### config.mk
export PLATFORM = sky130hd
export DESIGN_NAME = operand_read
export DESIGN_NICKNAME = d
export VERILOG_FILES = /design/src/rtl/operand_read.sv
export SDC_FILE = /design/constraint.sdc
export NUM_CORES = 1
export LEC_CHECK = 0
export ABC_CLOCK_PERIOD_IN_PS = 5350
export BUFFER_PORTS_ARGS = -buffer_cell sky130_fd_sc_hd__buf_4
export CELL_PAD_IN_SITES_DETAIL_PLACEMENT = 0
export CELL_PAD_IN_SITES_GLOBAL_PLACEMENT = 1
export CORE_AREA = 2 2 347 349
export DETAILED_ROUTE_END_ITERATION = 12
export DIE_AREA = 0 0 349 351
export MAX_ROUTING_LAYER = met4
export PLACE_DENSITY_LB_ADDON = 0.1
export REMOVE_ABC_BUFFERS = 1
export SKIP_LAST_GASP = 1
export SYNTH_ARGS = -nofsm -noshare
export SYNTH_HDL_FRONTEND = slang
export SYNTH_SLANG_ARGS = --single-unit
### constraint.sdc
create_clock -name clock -period 5.35 [get_ports clock]
set_input_delay 0.535 -clock clock [delete_from_list [all_inputs] [get_ports clock]]
set_output_delay 0.535 -clock clock [all_outputs]
set_load 0.02 [all_outputs]
### src/rtl/operand_read.sv
// operand_read: resolves source operands (PC, forwarding, register file), issues
// load requests with an optional timeout and holds one result for execute.
module operand_read #(
  parameter int DATA_WIDTH    = 32,
  parameter int REG_COUNT     = 16,
  parameter int PC_REG        = 15,
  parameter int FWD_PORTS     = 2,
  parameter int PAYLOAD_WIDTH = 16,
  parameter int MEM_TIMEOUT   = 255
) (
  input  logic                                          clock,
  input  logic                                          reset,
  input  logic [REG_COUNT*DATA_WIDTH-1:0]               registers,
  input  logic                                          in_valid,
  output logic                                          in_hold,
  input  logic                                          in_flush,
  input  logic [DATA_WIDTH-1:0]                         in_pc,
  input  logic [$clog2(REG_COUNT)-1:0]                  in_left_reg,
  input  logic [$clog2(REG_COUNT)-1:0]                  in_right_reg,
  input  logic [$clog2(REG_COUNT)-1:0]                  in_addr_reg,
  input  logic [DATA_WIDTH-1:0]                         in_adjust,
  input  logic                                          in_is_load,
  input  logic                                          in_is_store,
  input  logic [PAYLOAD_WIDTH-1:0]                      in_payload,
  input  logic [FWD_PORTS-1:0]                          fwd_valid,
  input  logic [FWD_PORTS*$clog2(REG_COUNT)-1:0]        fwd_reg,
  input  logic [FWD_PORTS*DATA_WIDTH-1:0]               fwd_value,
  output logic                                          mem_req,
  output logic [DATA_WIDTH-1:0]                         mem_addr,
  input  logic                                          mem_valid,
  input  logic [DATA_WIDTH-1:0]                         mem_data,
  output logic                                          out_valid,
  input  logic                                          out_hold,
  output logic [DATA_WIDTH-1:0]                         out_pc,
  output logic [DATA_WIDTH-1:0]                         out_left,
  output logic [DATA_WIDTH-1:0]                         out_right,
  output logic [DATA_WIDTH-1:0]                         out_adjust,
  output logic [PAYLOAD_WIDTH-1:0]                      out_payload,
  output logic                                          out_fault
);
  localparam int W  = DATA_WIDTH;
  localparam int R  = REG_COUNT;
  localparam int AW = $clog2(REG_COUNT);
  localparam int F  = FWD_PORTS;
  localparam int CW = MEM_TIMEOUT > 0 ? $clog2(MEM_TIMEOUT + 1) : 1;
  typedef enum logic [1:0] {S_IDLE, S_WAIT, S_FULL} state_t;
  // PC beats forwarding; among forwarding ports the lowest index (youngest) wins.
  function automatic logic [W-1:0] resolve(input logic [AW-1:0] k, input logic [W-1:0] pc,
                                           input logic [R*W-1:0] rf, input logic [F-1:0] fv,
                                           input logic [F*AW-1:0] fr, input logic [F*W-1:0] fd);
    resolve = rf[int'(k)*W +: W];
    for (int j = F - 1; j >= 0; j--)
      if (fv[j] && fr[j*AW +: AW] == k) resolve = fd[j*W +: W];
    if (k == AW'(PC_REG)) resolve = pc;
  endfunction
  state_t                 r_state;
  logic [CW-1:0]          r_cnt;
  logic [W-1:0]           r_pc, r_left, r_right, r_adjust;
  logic [PAYLOAD_WIDTH-1:0] r_payload;
  logic                   r_fault;
  logic [W-1:0]           w_left, w_right, w_addr, w_cap_right, w_cap_adjust;
  logic                   w_issue, w_issue_load, w_timeout, w_wait_done, w_capture;
  assign w_left       = resolve(in_left_reg, in_pc, registers, fwd_valid, fwd_reg, fwd_value);
  assign w_right      = resolve(in_right_reg, in_pc, registers, fwd_valid, fwd_reg, fwd_value);
  assign w_addr       = resolve(in_addr_reg, in_pc, registers, fwd_valid, fwd_reg, fwd_value);
  assign w_issue      = in_valid && !in_flush && (r_state == S_IDLE || (r_state == S_FULL && !out_hold));
  assign w_issue_load = w_issue && in_is_load;
  assign w_timeout    = (MEM_TIMEOUT != 0) && (r_cnt == CW'(MEM_TIMEOUT));
  assign w_wait_done  = r_state == S_WAIT && (mem_valid || w_timeout);
  assign w_capture    = (w_issue && (!in_is_load || mem_valid)) || w_wait_done;
  assign w_cap_right  = r_state == S_WAIT ? (mem_valid ? mem_data : '0) : in_is_load ? mem_data : w_right;
  assign w_cap_adjust = in_is_load && in_is_store ? w_right : in_adjust;
  // The completing WAIT cycle releases upstream so the instruction is consumed exactly once.
  assign in_hold   = in_valid && !in_flush && (r_state == S_WAIT ? !w_wait_done :
                     (r_state == S_FULL && out_hold) || (w_issue_load && !mem_valid));
  assign mem_req   = w_issue_load || r_state == S_WAIT;
  assign mem_addr  = w_addr + in_adjust;
  assign out_valid = r_state == S_FULL;
  assign out_pc      = r_pc;
  assign out_left    = r_left;
  assign out_right   = r_right;
  assign out_adjust  = r_adjust;
  assign out_payload = r_payload;
  assign out_fault   = r_fault;
  always_ff @(posedge clock) begin
    if (reset) begin
      r_state   <= S_IDLE;
      r_cnt     <= '0;
      r_pc      <= '0;
      r_left    <= '0;
      r_right   <= '0;
      r_adjust  <= '0;
      r_payload <= '0;
      r_fault   <= 1'b0;
    end else if (in_flush) begin
      r_state <= S_IDLE;
      r_cnt   <= '0;
    end else if (w_capture) begin
      r_state   <= S_FULL;
      r_cnt     <= '0;
      r_pc      <= in_pc;
      r_left    <= w_left;
      r_right   <= w_cap_right;
      r_adjust  <= w_cap_adjust;
      r_payload <= in_payload;
      r_fault   <= r_state == S_WAIT && !mem_valid;
    end else if (w_issue_load) begin
      r_state <= S_WAIT;
      r_cnt   <= '0;
    end else if (r_state == S_WAIT) begin
      r_cnt <= r_cnt + 1'b1;
    end else if (r_state == S_FULL && !out_hold) begin
      r_state <= S_IDLE;
    end
  end
endmodule

== After elaboration in Yosys (flattened, before gate mapping) ==
Index checks and enable logic that the tools add are counted.

* Logic and storage cells: 84
* Input port bits: 718
* Flip-flop bits (word level): 155
* Output and inout port bits: 180

* Multiplexer cells: 18
* Reduce and logical (&&, ||, !) cells: 37
* Add/subtract/negate cells: 2
* Bitwise logic cells: 1
* Shift operators: 3
* Eq/ne operators: 14

{| class="wikitable"
|+ Operators with widths
! cell !! count
|-
| $shiftx A512 B10 Y32 || 3
|-
| $mux W32 || 13
|-
| $add A32 B32 Y32 || 1
|-
| $eq A4 B4 Y1 || 6
|-
| $logic_and A1 B1 Y1 || 17
|-
| $eq A4 B4 Y1 const B || 3
|-
| $add A8 B1 Y8 const B || 1
|-
| $eq A8 B8 Y1 const B || 1
|-
| $mux W2 || 4
|-
| $logic_or A1 B1 Y1 || 6
|-
| $reduce_and A2 Y1 || 3
|-
| $logic_not A1 Y1 || 5
|-
| $reduce_or A4 Y1 || 1
|-
| $ne A3 B3 Y1 const B || 1
|-
| $reduce_bool A3 Y1 || 1
|-
| $reduce_or A3 Y1 || 1
|-
| $eq A2 B1 Y1 const B || 1
|-
| $eq A2 B2 Y1 const B || 1
|-
| $logic_not A2 Y1 || 1
|-
| $ne A2 B2 Y1 const B || 1
|-
| $reduce_bool A2 Y1 || 1
|-
| $reduce_or A2 Y1 || 1
|-
| $mux W1 || 1
|-
| $not A1 Y1 || 1
|}

== Logic depth before layout (Yosys ltp) ==
Gate-level depths: netlist of run 1.

* Depth after elaboration: 9
* Depth in mapped cells: 21

== Worst setup path after synthesis of run 1 ==
Ideal clock, no wire load.

* Path kind: input port to output port
* Start: input in_addr_reg[0]
* End: output mem_addr[25]
* Cell stages on the path: 17
* Slack: -240 ps
* Required time: 4815 ps
* Buffers on the path: 3
* Data arrival time: 5055 ps
* Cells stage by stage: buf_2 > buf_1 > mux4_2 > mux4_2 > mux2i_1 > nor2_1 > a21oi_1 > o21ai_0 > ha_1 > clkbuf_1 > a21o_1 > a211o_1 > a311oi_1 > nand2_1 > a21boi_0 > o21bai_1 > o311ai_0

* Cells in the longest elaborated chain, start to end: 6
* Elaborated cells between the ends (all ways): 10

{| class="wikitable"
|+ RTL lines
! what !! RTL line !! source
|-
| start: declaration || 20 || <nowiki>input logic [$clog2(REG_COUNT)-1:0] in_addr_reg,</nowiki>
|-
| parallel branches: the longest is 4 deep, another holds $shiftx A512 B10 Y32 || - ||
|-
| $mux W32 (*) || 54 || <nowiki>if (k == AW'(PC_REG)) resolve = pc;</nowiki>
|-
| $add A32 B32 Y32 (*) || 77 || <nowiki>assign mem_addr = w_addr + in_adjust;</nowiki>
|-
| end: declaration || 29 || <nowiki>output logic [DATA_WIDTH-1:0] mem_addr,</nowiki>
|}

Every way passes the cells marked *.

== Worst setup path in the final report of run 1 ==
* Start: input in_addr_reg[0]
* End: output mem_addr[30]

The elaborated chain is that of the path after synthesis.

==> results.yml, run 1 <==
clocking:
  clk-insertion-delay-late_ns: 0.49
  clk_pin_slew_worst_paths_ns: 0.07
  ctsHoldBuffers: 0
  cts_tree: "yes"
  clock_sinks: 155
  cts_buffers: 17
  cts.htree.levels: 4
  clockBufferDepth: 2
  cts_root_buf: "clkbuf_16"
power:
  seq_power_share: 0.192
  power_frac_clock: 0.207
  power_density_nw_per_um2: 193.5
  vdd_ir_drop_max_mv: 0.1941
  p_sw_frac: 0.4049
  switchingPower_mw: 2.574
  pwr-share-comb: 0.601
  p_int_mw: 3.784
  power_leakage_nw: 12.44
flow_run:
  maxCapViolCount: 0
global_route:
  antenna_found_initial: 56
  grt_pass1_vias: 24790
  grt_overflow_total: 0
  grt_max_degree: 99
  track_usage: 0.2405
  grt_pass1_wl_um: 199900
synthesis:
  async_flop_share: 0
  netlist_instances: 2089
  synth.area.top_cells: "mux4_2, dfxtp_1, a21oi_1, mux2i_1, nand2_1"
  synth.top_cells.by_count: "mux4_2, a21oi_1, nand2_1"
  avgSynthCellArea_um2: 10.58
  synth_edf_count: 0
  synth_top_area_cell: "mux4_2"
  synth_flop_cell: "dfxtp_1"
  synth_seq_cells: 155
  synth_most_common_cell: "mux4_2"
  syn_area_um2: 22090
  synth_cell_types: 50
  ys_warn_count: 0
  synth.top_cell.area_share: 0.4883
  yosysSeqAreaShare: 0.1405
die:
  chipWidth_um: 349
  core_area_um2: 119000
  die_h_um: 351
  start_util: 0.1856
  boundaryPins: 898
  die_area_um2: 122500
  std_cell_rows: 127
outcome:
  status: "finished clean"
final_layout:
  final_area_um2: 32850
  n_fill_cell: 12680
  fin_nets: 3727
  area_delta_synth_final_pct: 48.70
  drive_gt1_frac: 0.5621
drt:
  final_antenna_net_count: 0
  firstDrtPassIters: 5
  wirelength_um: 147400
  wire_per_inst_um: 32.09
  avgViaCountPerCell: 5.109
  drt_iter0_markers: 1807
  drcViolationCount: 0
  dr_total_vias: 23460
critical_path:
  critPathMaxStageDelay_ns: 0.55
  crit_arrival_ns: 4.69
  crit_chain: "buf_16 -> buf_12 -> buf_4 -> buf_12 -> mux4_2 -> mux4_2 -> mux2i_1 -> nor2_1 -> a21oi_1 -> o21ai_1 -> ha_1 -> nand4_1 -> o31ai_2 -> a21oi_4 -> a31oi_4 -> mux2i_1 -> o2111ai_1 -> buf_4"
  crit_required_ns: 4.82
  critical_path.max_fanout: 11
  critPathKind: "input port to primary output"
  cp_slowest_cell: "mux4_2"
  rrSetupSlack_ns: 2.11
  ff2ff_path_depth: 8
  cp_top_family: "multiplexers"
  end_kind: "primary output"
  reg2reg_to: "out_right[22]$_SDFFE_PP0P_"
  path_buf_inv: 5
  crit_path_start_kind: "input port"
  r2r_start: "r_state[0]$_SDFFE_PP0P_"
timing:
  fin_tns_setup_ns: 0
  hold_viol_final: 0
  rsz0062_at_grt: "yes"
  fmax_ghz: 0.1913
  worst-slew-pin-transition_ns: 0.9891
  slew_viol_final: 0
  hold_ws_ns: 0.2612
  period_share: 0.9770
  relSlewSlack: 0.3406
  clock-skew-final_ns: 0.01320
  finalCriticalPeriod_ns: 5.227
  setup_viol: 0
placement:
  hpwl_um: 122200
  gp_congestion: 0.9204
  postPlaceCellArea_um2: 31460
  io_buffers: 897
worst_hold_path:
  hold_depth: 2
  min_to: "r_state[1]$_SDFFE_PP0P_"
  min_path_type: "input port to flop"
  hp-start: "in_flush"
[routing by layer]
| metal | wire [µm] | up-vias | GRT usage |
|---|---|---|---|
| met3 | 8848 | 146 | 0.04585 |
| met4 | 4876 | 0 | 0.08744 |
| met2 | 73990 | 985 | 0.4036 |
| met1 | 59690 | 12080 | 0.2866 |
| met5 | 0 | - | - |
| li1 | - | 10260 | - |
[logic make-up (layout without fill, tap and decap cells)]
kind of cell / count (synthesis) / in the layout / synth area share
compound gates: 498 / 498 / 0.1294
xor+xnor: 58 / 58 / 0.02334
fa+ha+maj: 33 / 33 / 0.01903
buf+inv: 250 / 1150 / 0.05063
flops: 155 / 155 / 0.1405
mux: 577 / 577 / 0.5327
other cells: 0 / 56 / 0
simple gates: 518 / 518 / 0.1044
[cell usage in the layout (no fill, tap or decap), types with 29 or more instances in the layout]
cell type     n
buf_4      1059
mux4_2      479
a21oi_1     229
nand2_1     219
dfxtp_1     155
nor2_1      127
o21ai_0      89
mux2i_1      87
diode_2      56
nor3_1       43
nand2b_1     41
nand3_1      39
a211oi_1     36
a211o_1      34
a31oi_1      33
xnor2_1      29
[metrics by stage]
step,instances,total power [mW],worst slack (ns),util
floorplan,1855,2.907,-3.696,-
global placement,4485,4.927,-0.3647,0.2643
detailed placement,4485,4.947,-0.3576,0.2643
CTS,4529,6.379,-0.008020,0.2722
global route,4590,6.691,-0.02796,0.2759
finish,4593,6.358,0.1231,0.2760
[how the worst max path moves through the flow]
stage / start / to / slack [ns] / cells after the start
2_1_floorplan: in_addr_reg[2] / mem_addr[25] / -3.70 / 13
6_report: in_addr_reg[0] / mem_addr[30] / 0.12 / 18
4_1_cts: in_addr_reg[0] / mem_addr[31] / -0.008 / 20
3_5_place_dp: in_addr_reg[0] / mem_addr[31] / -0.36 / 21
3_3_place_gp: in_addr_reg[0] / mem_addr[27] / -0.36 / 21
5_1_grt: in_addr_reg[0] / mem_addr[30] / -0.03 / 21
[timing repair]
| item | in CTS | in global routing |
|---|---|---|
| resized for setup | 51 | 67 |
| setup buffers | 10 | 7 |
| cloned | 2 | 1 |
| setup endpoints to repair | 14 | 15 |
| pin swaps | 6 | 26 |
[layout make-up]
type / instances / area, µm² / area share
Sequential cell: 155 / 3103 / 0.09446
Antenna cell: 56 / 140.1 / 0.004266
Clock inverter: 12 / 145.1 / 0.004418
Tap cell: 1548 / 1937 / 0.05896
Timing Repair Buffer: 1102 / 8765 / 0.2668
Clock buffer: 20 / 446.7 / 0.01360
Inverter: 16 / 60.06 / 0.001828
Multi-Input combinational cell: 1684 / 18250 / 0.5556
[flip-flops by register name (all words and copies together), names as in the netlist]
register / count
out_right: 32
r_state: 2
out_pc: 32
out_left: 32
out_adjust: 32
out_payload: 16
r_cnt: 8
out_fault: 1
[power by group through the flow]
stage / clock network [mW] / registers (mW) / logic, mW
floorplan: 0 / 1.30 / 1.61
global placement: 0 / 1.25 / 3.68
detailed placement: 0 / 1.25 / 3.70
CTS: 1.39 / 1.22 / 3.77
global route: 1.41 / 1.23 / 4.05
finish: 1.32 / 1.22 / 3.82
Note: power is estimated with default switching activity, not from simulation.
==> run 2: changes to the inputs <==
Settings changed: REMOVE_ABC_BUFFERS 1 to unset.
==> results.yml, run 2 (synthesis gave the netlist of run 1 again) <==
die:
  die_area_um2: 122500
  chipWidth_um: 349
  core_area_um2: 119000
  start_util: 0.1856
  boundaryPins: 898
  std_cell_rows: 127
  die_h_um: 351
timing:
  period_share: 0.9709
  fmax_ghz: 0.1925
  finalCriticalPeriod_ns: 5.194
  slew_viol_final: 0
  setup_viol: 0
  clock-skew-final_ns: 0.01290
  hold_viol_final: 0
  relSlewSlack: 0.2874
  worst-slew-pin-transition_ns: 1.069
drt:
  dr_total_vias: 23460
  drt_iter0_markers: 1651
  firstDrtPassIters: 5
  avgViaCountPerCell: 5.137
  final_antenna_net_count: 0
  wirelength_um: 145900
  drcViolationCount: 0
  wire_per_inst_um: 31.95
global_route:
  track_usage: 0.2368
  grt_overflow_total: 0
  grt_pass1_vias: 24250
  grt_pass1_wl_um: 197600
  antenna_found_initial: 67
  grt_max_degree: 82
critical_path:
  cp_slowest_cell: "mux4_2"
  rrSetupSlack_ns: 1.93
  critPathKind: "input port to primary output"
  crit_required_ns: 4.82
  startpoint: "in_addr_reg[1]"
  critical_path.max_fanout: 18
  path_buf_inv: 7
  cp_top_family: "buffers and inverters"
  crit_cells: 21
  end_kind: "primary output"
  reg2reg_to: "out_adjust[23]$_SDFFE_PP0P_"
  r2r_start: "r_cnt[0]$_SDFFE_PP0P_"
  cp-endpoint: "mem_addr[31]"
  critPathMaxStageDelay_ns: 0.50
  crit_arrival_ns: 4.66
  crit_path_start_kind: "input port"
  crit_chain: "buf_6 -> buf_12 -> buf_12 -> buf_4 -> mux4_2 -> mux4_2 -> mux2i_2 -> nor2_1 -> a21oi_1 -> o21ai_0 -> ha_1 -> inv_1 -> nor2_1 -> nor2_1 -> o21ai_0 -> a311oi_2 -> buf_4 -> o31ai_1 -> a21oi_1 -> xnor2_1 -> buf_4"
  ff2ff_path_depth: 9
final_layout:
  fin_nets: 3698
  final_cells: 4568
  final_area_um2: 32650
  final_common_cell: "buf_4"
  layout_common_cells: "buf_4, mux4_2, nand2_1"
  drive_gt1_frac: 0.5649
  area_delta_synth_final_pct: 47.79
  regArea_um2: 3103
  multi_input_comb_area_um2: 18300
  n_fill_cell: 12680
clocking:
  cts_tree: "yes"
  cts_root_buf: "clkbuf_16"
  clockBufferDepth: 2
  clk_pin_slew_worst_paths_ns: 0.07
  cts_buffers: 17
  clk-insertion-delay-late_ns: 0.48
  clock_sinks: 155
  cts.htree.levels: 4
flow_run:
  maxCapViolCount: 0
power:
  power_density_nw_per_um2: 190.7
  vdd_ir_drop_max_mv: 0.2495
  power_leakage_nw: 12.24
outcome:
  status: "finished clean"
placement:
  dp_cells: 4457
  postPlaceCellArea_um2: 31290
  io_buffers: 897
  gp_congestion: 0.9596
  hpwl_um: 121200
worst_hold_path:
  min_path_type: "input port to flop"
synthesis:
  syn-num-nets: 2840
[run 2: cell types whose count changed in the layout (fill, tap and decap cells not counted), sizes merged, moves of 3 or more]
cell	change
diode	+4
clkinv	-3
buf	-31
inv	+4
clkinvlp	+4
bufinv	-3
[run 2: cell type report]
class,instances,share of cell area
antenna,60,0.004599
clock buffer,18,0.01314
clock inverter,14,0.003449
inverter,16,0.001840
multi-input combinational,1684,0.5606
sequential,155,0.09504
tap,1548,0.05932
timing repair buffer,1073,0.2620
[run 2: worst reg2reg max path, stage by stage (launching register included)]
cell,delay [ns]
dfxtp_1,0.34
ha_1,0.23
nand3_1,0.09
nor2_1,0.06
o21a_1,0.19
a21oi_1,0.33
or2_4,0.84
buf_4,0.84
a211o_1,0.29
a21oi_1,0.07
[run 2: how the worst min path moves through the flow]
stage	depth (start not counted)	from	end	slack, ns
floorplan	2	r_cnt[1]$_SDFFE_PP0P_	r_cnt[1]$_SDFFE_PP0P_	0.45
global placement	2	out_payload[15]$_SDFFE_PP0P_	out_payload[15]$_SDFFE_PP0P_	0.44
detailed placement	2	out_adjust[29]$_SDFFE_PP0P_	out_adjust[29]$_SDFFE_PP0P_	0.45
CTS	2	in_flush	r_state[1]$_SDFFE_PP0P_	0.24
global route	2	in_flush	r_state[1]$_SDFFE_PP0P_	0.26
finish	2	in_flush	r_state[1]$_SDFFE_PP0P_	0.28
[run 2: routing by layer]
layer | track usage | up-vias | part of all wire
met4 | 0.07196 | 0 | 0.029
met1 | 0.2977 | 12050 | 0.42
met2 | 0.3801 | 1084 | 0.48
met5 | - | - | 0
met3 | 0.05124 | 125 | 0.069
li1 | - | 10210 | -
[run 2: what timing repair did]
action | 4_1_cts | 5_1_grt
buffers inserted | 4 | 11
endpoints found under the setup margin | 14 | 15
pin swaps | 9 | 25
gates resized for setup | 33 | 84
hold buffers | 0 | 0
gates cloned | 1 | 4
[run 2: power breakdown]
group	switching (mW)	internal [mW]
Clock	0.616	0.601
Sequential	0.0256	1.20
Combinational	1.97	1.82
Total	2.61	3.62
[run 2: per-stage QoR]
stage / setup TNS (ns) / power [mW] / hold WS (ns) / setup WS [ns] / util
2_1_floorplan: 0 / 3.086 / 0.4537 / 0.006248 / -
3_5_place_dp: -2.509 / 4.921 / 0.4465 / -0.3905 / 0.2629
4_1_cts: 0 / 6.223 / 0.2389 / 0.006125 / 0.2689
5_1_grt: -0.005916 / 6.583 / 0.2623 / -0.005916 / 0.2742
6_report: 0 / 6.227 / 0.2814 / 0.1558 / 0.2743
3_3_place_gp: -1.930 / 4.897 / 0.4422 / -0.3398 / 0.2629
==> run 3: changes to the inputs <==
Settings changed: BUFFER_PORTS_ARGS -buffer_cell sky130_fd_sc_hd__buf_4 to unset, DONT_BUFFER_PORTS set to 1, PLACE_DENSITY_LB_ADDON 0.1 to 0.2.
==> results.yml, run 3 (synthesis gave the netlist of run 1 again) <==
outcome:
  status: "finished clean"
placement:
  io_buffers: 0
  hpwl_um: 102600
  gp_congestion: 1.003
  postPlaceCellArea_um2: 23830
  dp_cells: 3506
clocking:
  clk-insertion-delay-late_ns: 0.48
  cts.htree.levels: 4
  cts_buffers: 17
  clock_sinks: 155
  clockBufferDepth: 2
  clk_pin_slew_worst_paths_ns: 0.08
  cts_root_buf: "clkbuf_16"
  cts_tree: "yes"
final_layout:
  final_common_cell: "mux4_2"
  layout_common_cells: "mux4_2, a21oi_1, nand2_1"
  fin_nets: 2735
  n_fill_cell: 12790
  multi_input_comb_area_um2: 18000
  area_delta_synth_final_pct: 11.37
  final_area_um2: 24600
  final_cells: 3562
  drive_gt1_frac: 0.3260
  regArea_um2: 3103
critical_path:
  critical_path.max_fanout: 132
  crit_required_ns: 4.82
  critPathKind: "input port to primary output"
  crit_path_start_kind: "input port"
  crit_arrival_ns: 4.77
  end_kind: "primary output"
timing:
  clock-skew-final_ns: 0.01423
  relSlewSlack: 0.3593
  fin_tns_setup_ns: 0
  rsz0062_at_grt: "yes"
  fmax_ghz: 0.1885
  finalCriticalPeriod_ns: 5.306
  worst-slew-pin-transition_ns: 0.9611
  hold_viol_final: 0
  slew_viol_final: 0
  period_share: 0.9917
  setup_viol: 0
power:
  pwr-share-comb: 0.505
  power_leakage_nw: 7.336
  p_int_mw: 3.159
  seq_power_share: 0.246
  power_density_nw_per_um2: 212.8
  power_frac_clock: 0.249
  p_total_mw: 5.236
  vdd_ir_drop_max_mv: 0.2211
  p_sw_frac: 0.3966
  switchingPower_mw: 2.077
drt:
  drcViolationCount: 0
  firstDrtPassIters: 5
  drt_iter0_markers: 1677
  dr_total_vias: 19570
  avgViaCountPerCell: 5.493
  final_antenna_net_count: 0
  wire_per_inst_um: 35.86
  wirelength_um: 127700
die:
  die_area_um2: 122500
  core_area_um2: 119000
  std_cell_rows: 127
  boundaryPins: 898
  chipWidth_um: 349
  die_h_um: 351
  start_util: 0.1856
worst_hold_path:
  min_path_type: "input port to flop"
flow_run:
  maxCapViolCount: 0
global_route:
  grt_pass1_vias: 20170
  grt_max_degree: 148
  antenna_found_initial: 21
  grt_overflow_total: 0
  grt_pass1_wl_um: 171500
  track_usage: 0.2064
synthesis:
  syn-num-nets: 2840
-- run 3: cell count changes in the layout (fill, tap and decap cells not counted), sizes merged --
cell / delta
clkinvlp: -1
buf: -959
bufinv: +1
clkbuf: -4
diode: -43
inv: +2
clkinv: -2
-- run 3: power groups by stage --
stage               Clock [mW]  Combinational (mW)  Sequential (mW)
floorplan                    0                1.79             1.30
global placement             0                2.62             1.32
detailed placement           0                2.63             1.32
CTS                       1.35                2.65             1.29
global route              1.38                2.83             1.29
finish                    1.30                2.64             1.29
-- run 3: worst paths after layout --
check	from	endpoint	slack [ns]	cells past startpoint
worst max register to register	r_state[0]$_SDFFE_PP0P_	out_left[0]$_SDFFE_PP0P_	2.18	7
worst max-delay path	in_addr_reg[0]	mem_addr[25]	0.04	19
worst min register to register	r_cnt[1]$_SDFFE_PP0P_	r_cnt[1]$_SDFFE_PP0P_	0.52	2
worst min-delay path	reset	out_adjust[19]$_SDFFE_PP0P_	0.13	1
-- run 3: timing repair --
item	CTS	global route
resized for setup	9	15
hold buffers	0	0
setup buffers	2	5
pin swaps	6	10
endpoints found under the setup margin	9	8
-- run 3: metrics by stage --
stage            util  setup WS (ns)  hold slack [ns]
2_1_floorplan       -       0.006248           0.4537
3_5_place_dp   0.2002        -0.6806           0.5065
4_1_cts        0.2056        -0.1482           0.1036
3_3_place_gp   0.2002        -0.6665           0.4679
5_1_grt        0.2066       -0.05218          0.09822
6_report       0.2067        0.04427           0.1307
-- run 3: metal layers --
metal / track usage / part of all wire / vias up
li1: - / - / 8219
met1: 0.2548 / 0.41 / 10140
met2: 0.3294 / 0.47 / 1099
met3: 0.06917 / 0.096 / 110
met4: 0.03871 / 0.018 / 0
met5: - / 0 / -
-- run 3: final cells by class --
class | count | area share
diodes | 17 | 0.001729
clock buffers | 18 | 0.01785
clock inverters | 14 | 0.006255
inverters | 16 | 0.002441
multi-input cells | 1684 | 0.7315
flip-flops and latches | 155 | 0.1261
well taps | 1548 | 0.07873
repair buffers | 110 | 0.03540
-- run 3: critical path: stages --
cell and delay, ns:
mux4_2 0.52, mux4_2 0.60, mux2i_2 0.22, buf_4 0.17
nor2_1 0.05, a21oi_1 0.14, o21ai_0 0.10, ha_1 0.34
a21o_1 0.17, a211o_1 0.29, a311oi_2 0.28, buf_4 0.20
nand2_4 0.07, a21boi_2 0.12, buf_4 0.12, o21bai_1 0.10
o311ai_1 0.36, buf_4 0.18, buf_4 0.13
